### config.mk
export PLATFORM = sky130hd
export DESIGN_NAME = hazard_sequencer
export DESIGN_NICKNAME = d
export VERILOG_FILES = /design/src/rtl/hazard_pkg.sv /design/src/rtl/muldiv_busy_timer.sv /design/src/rtl/hazard_sequencer.sv
export SDC_FILE = /design/constraint.sdc
export NUM_CORES = 1
export LEC_CHECK = 0
export CAP_MARGIN = 10
export CORE_MARGIN = 8
export CORE_UTILIZATION = 31
export CTS_BUF_LIST = sky130_fd_sc_hd__clkbuf_4 sky130_fd_sc_hd__clkbuf_8 sky130_fd_sc_hd__clkbuf_16
export CTS_CLUSTER_DIAMETER = 80
export DETAILED_ROUTE_END_ITERATION = 12
export GPL_TIMING_DRIVEN = 0
export PLACE_DENSITY = 0.88
export SYNTH_ARGS = -nofsm -noshare
export SYNTH_HDL_FRONTEND = slang
export SYNTH_SLANG_ARGS = --single-unit
### constraint.sdc
create_clock -name clock -period 1.55 [get_ports clock]
set_clock_uncertainty 0.1 [all_clocks]
set_input_delay 0.31 -clock clock [delete_from_list [all_inputs] [get_ports clock]]
set_output_delay 0.31 -clock clock [all_outputs]
set_load 0.01 [all_outputs]
### src/rtl/hazard_pkg.sv
// Shared types and constants for the pipeline hazard sequencer.
package hazard_pkg;

  typedef enum logic {
    IDLE = 1'b0,
    BUSY = 1'b1
  } hazard_state_t;

  localparam int unsigned MULDIV_LAT_MAX = 63;

  // Width needed to hold a count in 0..lat.
  function automatic int cnt_width(input int unsigned lat);
    return $clog2(lat + 1);
  endfunction

endpackage

### src/rtl/muldiv_busy_timer.sv
// MUL/DIV occupancy timer: tracks the HI/LO result window after issue from EX.
// busy/done/protocol_err are registered so an async reset clears them at once.
module muldiv_busy_timer
  import hazard_pkg::*;
#(
  parameter int unsigned MULDIV_LATENCY = 5
) (
  input  logic clock,
  input  logic reset,
  input  logic muldiv_issue,
  output logic busy,
  output logic done,
  output logic protocol_err
);

  // Out-of-range latencies are pinned into 1..MULDIV_LAT_MAX.
  localparam int unsigned LAT_EFF = (MULDIV_LATENCY < 1) ? 1 :
                                    (MULDIV_LATENCY > MULDIV_LAT_MAX) ? MULDIV_LAT_MAX :
                                    MULDIV_LATENCY;
  localparam int CW = cnt_width(LAT_EFF);
  localparam logic [CW-1:0] RELOAD = CW'(LAT_EFF - 1);
  localparam logic RELOAD_DONE = (LAT_EFF == 1);

  hazard_state_t   state;
  logic [CW-1:0]   cnt;

  always_ff @(posedge clock or posedge reset) begin
    if (reset) begin
      state        <= IDLE;
      cnt          <= '0;
      busy         <= 1'b0;
      done         <= 1'b0;
      protocol_err <= 1'b0;
    end else begin
      case (state)
        IDLE: begin
          if (muldiv_issue) begin
            state <= BUSY;
            cnt   <= RELOAD;
            busy  <= 1'b1;
            done  <= RELOAD_DONE;
          end
        end
        BUSY: begin
          if (cnt == '0) begin
            // Done cycle: a new issue is legal here and restarts the window.
            if (muldiv_issue) begin
              cnt  <= RELOAD;
              done <= RELOAD_DONE;
            end else begin
              state <= IDLE;
              busy  <= 1'b0;
              done  <= 1'b0;
            end
          end else begin
            cnt  <= cnt - CW'(1);
            done <= (cnt == CW'(1));
            if (muldiv_issue) protocol_err <= 1'b1;
          end
        end
        default: begin
          state <= IDLE;
          busy  <= 1'b0;
          done  <= 1'b0;
        end
      endcase
    end
  end

endmodule

### src/rtl/hazard_sequencer.sv
// Stall/flush scheduler for the 5-stage pipeline: merges forwarding stalls, branch redirects
// and MUL/DIV occupancy. Optional perf counters are built only when HAZARD_PERF_EN is defined.
module hazard_sequencer
  import hazard_pkg::*;
#(
  parameter int unsigned MULDIV_LATENCY = 5
) (
  input  logic        clock,
  input  logic        reset,
  input  logic        fwd_stall_rs,
  input  logic        fwd_stall_rt,
  input  logic        branch_taken,
  input  logic        hilo_use,
  input  logic        muldiv_issue,
  output logic        pc_write,
  output logic        if_id_write,
  output logic        if_id_flush,
  output logic        id_ex_flush,
  output logic        muldiv_busy,
  output logic        muldiv_done,
  output logic        protocol_err,
  output logic [31:0] stall_count,
  output logic [31:0] flush_count
);

  logic stall;

  muldiv_busy_timer #(
    .MULDIV_LATENCY(MULDIV_LATENCY)
  ) u_timer (
    .clock        (clock),
    .reset        (reset),
    .muldiv_issue (muldiv_issue),
    .busy         (muldiv_busy),
    .done         (muldiv_done),
    .protocol_err (protocol_err)
  );

  // HI/LO becomes readable in the done cycle, so hilo_use only stalls before it.
  always_comb begin
    stall       = fwd_stall_rs | fwd_stall_rt | (hilo_use & muldiv_busy & ~muldiv_done);
    pc_write    = 1'b1;
    if_id_write = 1'b1;
    if_id_flush = 1'b0;
    id_ex_flush = 1'b0;
    if (stall) begin
      pc_write    = 1'b0;
      if_id_write = 1'b0;
      id_ex_flush = 1'b1;
    end else if (branch_taken) begin
      if_id_flush = 1'b1;
    end
  end

`ifdef HAZARD_PERF_EN
  always_ff @(posedge clock or posedge reset) begin
    if (reset) begin
      stall_count <= '0;
      flush_count <= '0;
    end else begin
      if (stall && (stall_count != 32'hFFFF_FFFF)) stall_count <= stall_count + 32'd1;
      if (if_id_flush && (flush_count != 32'hFFFF_FFFF)) flush_count <= flush_count + 32'd1;
    end
  end
`else
  assign stall_count = 32'h0;
  assign flush_count = 32'h0;
`endif

endmodule

==> metrics.txt <==
status=complete, no violations; pwr/cell area=819.1 nW/um2; compound-gate portion of the synthesized area=0.05370; H-tree Lvls=1; gpl congestion=0.6985; worst reg2reg startpoint=u_timer.cnt[0]; port bufs=13; Crit Path Category=reg -> out; # setup viols final=0; Worst-Skew Late Latency=0.25 ns; CP Launch Type=register; Leak Pwr=0.8551 nW; Post-Synth Simple-Gate Area=0.07983; Highest Clock Rate=0.6536 GHz; clk slew on worst S/H paths=0.05 ns; cells along the critical path=o21ai_2 -> buf_4 -> inv_2 -> buf_6; Placed Cells=211; Layout area overhead=54.14%; Total Wirelength=1.961 mm; Post-synth top flop=dfrtp_1; Worst Setup End Kind=output pin; die width=68.74 um; CTS Hold Buffers Added=0; post-DR wirelength/cell=8.914 um; Post-synth EDFFs=0; Synth Register Bits=7; WHS=0.1812 ns; worst path required time=1.14 ns; CTS tree=done; vias in the first global route=547; Sink Count=7; min Tclk post-route=1.530 ns; Critical-path top delay cell=dfrtp_1; YS warnings=0; layout cells sized above 1=0.4497; synth top area cells=buf_4 (57%), dfrtp_1 (20%), ha_1 (4.4%), inv_1 (2.6%), mux2i_1 (2.3%); post-synthesis adder-cell area fraction=0.04354; ys async rst share=1.000; TritonCTS buffer count=3; top-count cell post-synth=buf_4; Final WS setup=0.01994 ns; root buf cell=clkbuf_4; core box area=2710 um2; crit share post-route=0.9871; Pwr Total=0.001088 W; share of the synthesized area in the top cell type=0.5660; drt pass-1 iters=2; cell taking the most area after synthesis=buf_4; initial core utilization=0.3181; mux contribution to synthesized area=0.02322; antenna violations before repair=0; GRT Resource Usage Total=0.07018; Seq/Total Area, Yosys=0.2032; Reg2Reg Setup Slack=0.26 ns; antenna cell count=0; Starting DRT DRC Count=6; Synth Area in XOR/XNOR=0; Fillers=270; DP HPWL=1.743 mm; CP peak stage delay=0.41 ns; fin cells=220; first-pass GRT wire length=2.484 mm; Slew Limit Fails=0; syn_area_per_cell=8.289 um2; Ports=78; Max-cap violations=0; post-DR vias/cell=3.050; Die H=68.74 um; Final Hold Viols=0; vias=671; Antenna Nets Post-Route=0; Syn Inst Count=104; worst vdd ir=0.0007758 V; worst-path fanout max=3; clock buffer depth=2; largest net degree at the start of global routing=9; FF-to-FF path depth=5; Worst Hold Class=in -> async; # DRC=0; Post-Syn Area=862.1 um2; main combinational cell family by area after synthesis=buffers and inverters; # rows=19; Worst R2R End=u_timer.cnt[0]; commonest cells in the netlist=buf_4 (65), dfrtp_1 (7), inv_1 (6), nor2_1 (4); die area=4725 um2; GRT overflow=0; data arrival time of the worst path=1.12 ns; fin nets=200; Setup WS pre-CTS=-0.6507 ns; Yosys cell types=18
[power by group]
| part | total (W) | switching (W) | leakage, nW | internal, W |
|---|---|---|---|---|
| registers | 0.000310 | 0.0000607 | 0.0798 | 0.000249 |
| logic | 0.000595 | 0.000284 | 0.757 | 0.000311 |
| clock network | 0.000183 | 0.0000676 | 0.0184 | 0.000116 |
[cells in the final DEF (no fill, tap or decap)]
cell and count:
buf_4 69, conb_1 64, dfrtp_1 7, inv_1 5, dlygate4sd2_1 5, clkbuf_4 4, nand2b_1 3, ha_1 3
clkdlybuf4s50_1 3, buf_6 3, mux2i_1 2, nor3_1 2, a21oi_1 2, nor2_2 2, nor2_1 2, buf_2 2
nand2b_2 1, a31o_1 1, nand2_2 1, a21o_1 1, nor2b_1 1, nand2_1 1, o21ai_2 1, inv_2 1
a32o_1 1, o21ai_1 1, clkbuf_2 1
[metal layers]
layer | up-vias | wire, um | GRT usage
li1 | 362 | - | -
met1 | 262 | 593 | 0.06742
met2 | 43 | 970 | 0.1208
met3 | 4 | 377 | 0.04039
met4 | 0 | 21 | 0.03008
met5 | - | 0 | 0
[kinds of logic after synthesis]
group           after synthesis
buf+inv                      71
fa+ha+maj                     3
mux                           2
simple gates                 13
other cells                   1
compound gates                7
flops                         7
[final cells by class]
| cell class | count | area (um2) | area share |
|---|---|---|---|
| buffer | 64 | 480.5 | 0.3616 |
| clock buffer | 4 | 30.03 | 0.02260 |
| inverter | 6 | 22.52 | 0.01695 |
| multi-input combinational | 89 | 421.7 | 0.3173 |
| sequential | 7 | 175.2 | 0.1318 |
| tap | 31 | 38.79 | 0.02919 |
| timing repair buffer | 19 | 160.2 | 0.1205 |
[metrics by stage]
stage | utilization | setup TNS [ns] | area [um2]
finish | 0.4903 | 0 | 1329
global route | 0.4903 | -0.06456 | 1329
CTS | 0.4774 | -0.1229 | 1294
detailed placement | 0.4677 | -2.266 | 1267
global placement | 0.4677 | -2.438 | 1267
floorplan | - | 0 | 1099
[worst max path at each step]
stage	endpoint	from
after global routing	pc_write	u_timer.done
after detailed placement	pc_write	hilo_use
after global placement	pc_write	hilo_use
after CTS	if_id_flush	u_timer.busy
final	pc_write	u_timer.done
after floorplan	pc_write	u_timer.busy
[repair_timing]
action                                  4_1_cts  5_1_grt
setup buffers                                 1        5
endpoints found under the setup margin        7        4
pin swaps                                     3        2
resized for setup                            26        6
[critical path: cells and delay by family, from the launching register on]
family | cells | cell delay (ns)
buffers and inverters | 3 | 0.29
flip-flops | 1 | 0.41
AO/OA/AOI/OAI | 1 | 0.18
[state kept, by name, indices dropped and copies added, names as in the netlist]
name and cells:
u_timer.done 1, u_timer.state 1, u_timer.cnt 3, u_timer.busy 1
u_timer.protocol_err 1
Note: power is estimated with default switching activity, not from simulation.
==> RTL change 1, RTL diff (same settings) <==
Build with the macro `HAZARD_PERF_EN` defined.
--- a/src/rtl/hazard_sequencer.sv
+++ b/src/rtl/hazard_sequencer.sv
@@ -1,4 +1,6 @@
 // Stall/flush scheduler for the 5-stage pipeline: merges forwarding stalls, branch redirects
 // and MUL/DIV occupancy. Optional perf counters are built only when HAZARD_PERF_EN is defined.
+`define HAZARD_PERF_EN
+
 module hazard_sequencer
   import hazard_pkg::*;
Check against the original RTL: not equivalent (Yosys sat finds a counterexample within 4 cycles, from zero or initial values and one cycle with reset high).
==> RTL change 1 against the unedited design <==
  * The flow now finishes with violations (setup timing)
  * Count of clock-buffer cells in the layout increased by 6
  * Routed wire length increased to 5.9 times the old value
  * Die area increased to 3.2 times the old value
  * Register-to-register slack got worse by 0.63 ns
  * Hold slack improved by 0.067 ns
  * Sequential cell count increased by 64
  * Setup slack got worse by 0.39 ns
  * Design area increased to 4.8 times the old value
  * Total power increased to 6.0 times the old value
  * Core utilization increased by 7.6 points
  * Area after synthesis increased to 4.1 times the old value
  * Largest cell class is now multi-input combinational cells
==> RTL change 1: results (changes against the unedited design) <==
Status
  – Status: complete, but fails checks (was completed)
  – Failing checks: setup timing

Logic synthesis
  – Sequential element share of the synthesized area: 50.1% (was 20.3%)
  – XOR/XNOR Fraction of Synth Area: 14.6% (was 0%)
  – Post-Synth Adder-Cell Area: 1.77% (was 4.35%)
  – Ranking of synthesized cells by area: dfrtp_1, xnor2_1, nand3_1 (was buf_4, dfrtp_1, ha_1)
  – Synth Instances: 318 (was 104)
  – Count of cell types in the netlist: 46 (was 18)
  – Post-synthesis mux area share: 1.24% (was 2.32%)

Routing
  – Wire length per cell: 17.8 um (was 8.91 um)

Timing
  – Post-Route Setup TNS: -14.48 ns (was 0 ns)
  – Final setup viols: 67 (was 0)
  – Final worst slack: -0.375 ns (was 0.0199 ns)

Place
  – Buffers on Ports: 77 (was 13)
  – HPWL after DPL: 6740 um (was 1740 um)

Pwr
  – Combinational cell power: 0.00175 W (was 0.000595 W)
  – Combinational power share: 27.0% (was 54.7%)
  – Maximum vdd drop: 0.000650 V (was 0.000776 V)
  – Sequential power share: 36.6% (was 28.5%)

Final layout
  – Multi-input gate area: 0.00243 sq mm (was 422 sq um)
  – Post-route insts no fill: 653 (was 220)
  – Fillers: 873 (was 270)

Worst setup path
  – Worst Setup SP: flush_count[23]$_DFFE_PP0P_ (was u_timer.done$_DFFE_PP0P_)
  – Delay-heaviest family, CP: simple AND/OR/NAND/NOR gates (was flip-flops)

Clocking
  – Htree depth: 3 (was 1)
  – TritonCTS buffer count: 9 (was 3)

Global routing
  – Overall routing resource usage: 14.2% (was 7.02%)
==> RTL change 1: cell types whose count changed in the layout (fill, tap and decap cells not counted), moves of 16 or more <==
cell / before / now
buf_6: 3 / 34
conb_1: 64 / 0
dfrtp_1: 7 / 51
dfrtp_2: 0 / 20
dlygate4sd2_1: 5 / 60
nand3_2: 0 / 17
nand4_1: 0 / 18
xnor2_1: 0 / 35
xnor2_2: 0 / 16
==> RTL change 1: what timing repair did <==
action	in CTS	in global routing
gates resized for setup	171	102
pin swaps	83	70
setup buffers	65	41
setup endpoints to repair	136	77
==> RTL change 1: kinds of logic after synthesis <==
kind of cell	after synthesis
AOI/OAI and AO/OA	15
xor gates and xnor gates	59
adders and majority gates	5
buffers and inverters	13
DFF	71
muxes	4
and+or+nand+nor	151
==> RTL change 1: layout make-up <==
class / count / area share [%]
repair buffers: 178 / 24.4
well taps: 143 / 2.80
plain buffers: 2 / 0.353
clock buffers: 10 / 3.65
multi-input cells: 234 / 38.1
clock inverters: 6 / 1.71
flip-flops and latches: 71 / 28.2
inverters: 9 / 0.745
==> RTL change 1: worst paths after layout <==
path                            slack (ns)  cells after the start                                to
worst max-delay path                 -0.37                      7        flush_count[1]$_DFFE_PP0P_
worst min-delay path                  0.25                      2       flush_count[29]$_DFFE_PP0P_
worst max register to register       -0.37                      7        flush_count[1]$_DFFE_PP0P_
worst min register to register        0.35                      1  u_timer.protocol_err$_DFFE_PP0P_
max in group asynchronous             0.60                      3        flush_count[0]$_DFFE_PP0P_
min in group clock                    0.35                      1  u_timer.protocol_err$_DFFE_PP0P_
==> RTL change 1: routing by layer <==
layer / up-vias / track usage (%) / routed length [um]
li1: 1509 / - / -
met1: 1641 / 14.8 / 4270
met2: 75 / 27.1 / 6630
met3: 25 / 3.84 / 494
met4: 0 / 4.11 / 257
met5: - / 0 / 0
==> RTL change 2, RTL diff (config.mk and constraints unchanged) <==
Made on the original files. Register the output `protocol_err`; this adds one clock of latency there. The other outputs are not delayed to match. Comments in the files are not updated.
--- a/src/rtl/hazard_sequencer.sv
+++ b/src/rtl/hazard_sequencer.sv
@@ -24,4 +24,6 @@
 );
 
+  logic protocol_err_d;
+
   logic stall;
 
@@ -34,5 +36,5 @@
     .busy         (muldiv_busy),
     .done         (muldiv_done),
-    .protocol_err (protocol_err)
+    .protocol_err (protocol_err_d)
   );
 
@@ -68,4 +70,8 @@
 `endif
 
+  always_ff @(posedge clock) begin
+    protocol_err <= protocol_err_d;
+  end
+
 endmodule
 
Behaviour: not the same (a bounded check fails within 4 cycles, from zero or initial values and one cycle with reset high).
==> RTL change 2 against the unedited design <==
  * Sequential cell count is 1 higher
  * Total power rose by 0.64%
  * Routed wire length down 1.0%
  * Highest routed layer is now met3
  * Setup slack better by 0.018 ns
  * Hold slack lost 0.0017 ns
  * Area after synthesis is 3.0% higher
  * Sequential power up 9.7%
  * Design area about the same
==> RTL change 2: results (changes against the unedited design) <==
Routing
  – DR top layer: met3 (was met4)
  – Routed via count: 681 (was 671)
  – DRC marker count from the first detailed-route iteration: 14 (was 6)
  – Met3 Wirelength: 246 um (was 377 um)
  – Wire length per cell: 8.90 um (was 8.91 um)
  – DRT met1 WL: 639 um (was 593 um)
  – WL met2: 1060 um (was 970 um)

Logic synthesis
  – Post-synthesis compound-gate area fraction: 4.79% (was 5.37%)
  – Count of cell types in the netlist: 20 (was 18)
  – Sequential element share of the synthesized area: 22.0% (was 20.3%)
  – Most instantiated cells after synthesis: buf_4, dfrtp_1, inv_1 (unchanged)
  – Synthesis Warnings: 0 (unchanged)
  – Post-Synth Adder-Cell Area: 4.23% (was 4.35%)
  – Post-synthesis mux area share: 2.25% (was 2.32%)
  – Asr flop ratio synth: 87.5% (was 100%)
  – Ranking of synthesized cells by area: buf_4, dfrtp_1, ha_1 (unchanged)

Final layout
  – Share of cells above drive strength 1: 43.9% (was 45.0%)
  – Nets: 198 (was 200)

Min path
  – HP Class: in -> async (unchanged)

Place
  – RePlAce Congestion: 0.769 (was 0.699)
  – Dpl ws: -0.584 ns (was -0.651 ns)
  – HPWL after DPL: 1830 um (was 1740 um)

Global routing
  – Vias in the first global route: 664 (was 547)
  – Overall routing resource usage: 7.68% (was 7.02%)
  – Global-route wire length before repair: 3130 um (was 2480 um)

Pwr
  – Maximum vdd drop: 0.000679 V (was 0.000776 V)

Worst setup path
  – CP max stage delay: 0.36 ns (was 0.41 ns)
  – FF-to-FF End: u_timer.cnt[2]$_DFF_PP0_ (was u_timer.cnt[0]$_DFF_PP0_)
  – R2R setup slack: 0.23 ns (was 0.26 ns)
  – Crit path DAT: 1.10 ns (was 1.12 ns)
  – Crit-path max FO: 2 (was 3)

Status
  – Status: completed (unchanged)
==> RTL change 2: cell types whose count changed after synthesis <==
| cell | before | now |
|---|---|---|
| a21o_1 | 1 | 0 |
| a21o_2 | 0 | 1 |
| a32o_1 | 1 | 0 |
| dfxtp_1 | 0 | 1 |
| inv_1 | 6 | 5 |
| nand2b_1 | 3 | 2 |
| nand2b_2 | 1 | 2 |
| nand3b_1 | 0 | 1 |
| nor2_1 | 4 | 3 |
| o21ai_1 | 2 | 3 |
| or2b_1 | 0 | 1 |
==> RTL change 2: repair_timing <==
item | CTS | global route
pin swaps | 4 | 2
gates resized for setup | 24 | 2
setup endpoints to repair | 6 | 3
hold buffers | 0 | 0
buffers inserted | 2 | 1
==> RTL change 2: how the worst max path moves through the flow <==
stage | to | slack [ns] | depth (start not counted)
2_1_floorplan | pc_write | 0.11 | 4
3_3_place_gp | pc_write | -0.56 | 6
3_5_place_dp | pc_write | -0.58 | 6
4_1_cts | if_id_flush | -0.03 | 5
5_1_grt | if_id_flush | -0.03 | 5
6_report | if_id_flush | 0.04 | 5
==> RTL change 2: per-layer routing <==
| layer | track usage [%] | vias to the layer above |
|---|---|---|
| met5 | 0 | - |
| met4 | 2.73 | 0 |
| met3 | 3.72 | 0 |
| met2 | 14.7 | 42 |
| met1 | 6.72 | 278 |
| li1 | - | 361 |
==> RTL change 2: power by group <==
group,switching (W),total (W),internal [W]
Sequential,0.0000654,0.000340,0.000275
Combinational,0.000268,0.000568,0.000300
Clock,0.0000713,0.000187,0.000116
==> RTL change 2: layout make-up <==
cell class	count	area, sq um
buffer	64	480
clock buffer	4	30.0
fill	285	1410
inverter	5	18.8
multi-input combinational	90	432
sequential	8	195
tap	31	38.8
timing repair buffer	16	133
==> RTL change 2: logic make-up after synthesis <==
kind of cell    after synthesis
compound gates                7
fa+ha+maj                     3
buf+inv                      70
flops                         8
mux                           2
other cells                   1
simple gates                 14
==> RTL change 2: through the flow <==
step	cells	setup TNS (ns)	instance area, sq um	hold slack, ns
2_1_floorplan	168	0	1120	0.0134
3_3_place_gp	212	-1.86	1290	0.254
3_5_place_dp	212	-1.98	1290	0.269
4_1_cts	218	-0.0391	1330	0.189
5_1_grt	218	-0.0347	1330	0.205
6_report	218	0	1330	0.180
==> RTL change 2: worst max-delay path, delay by kind of cell (launching register included) <==
| kind | cells | cell delay, ns |
|---|---|---|
| buf+inv | 2 | 0.26 |
| simple gates | 2 | 0.09 |
| flops | 1 | 0.36 |
| compound gates | 1 | 0.15 |
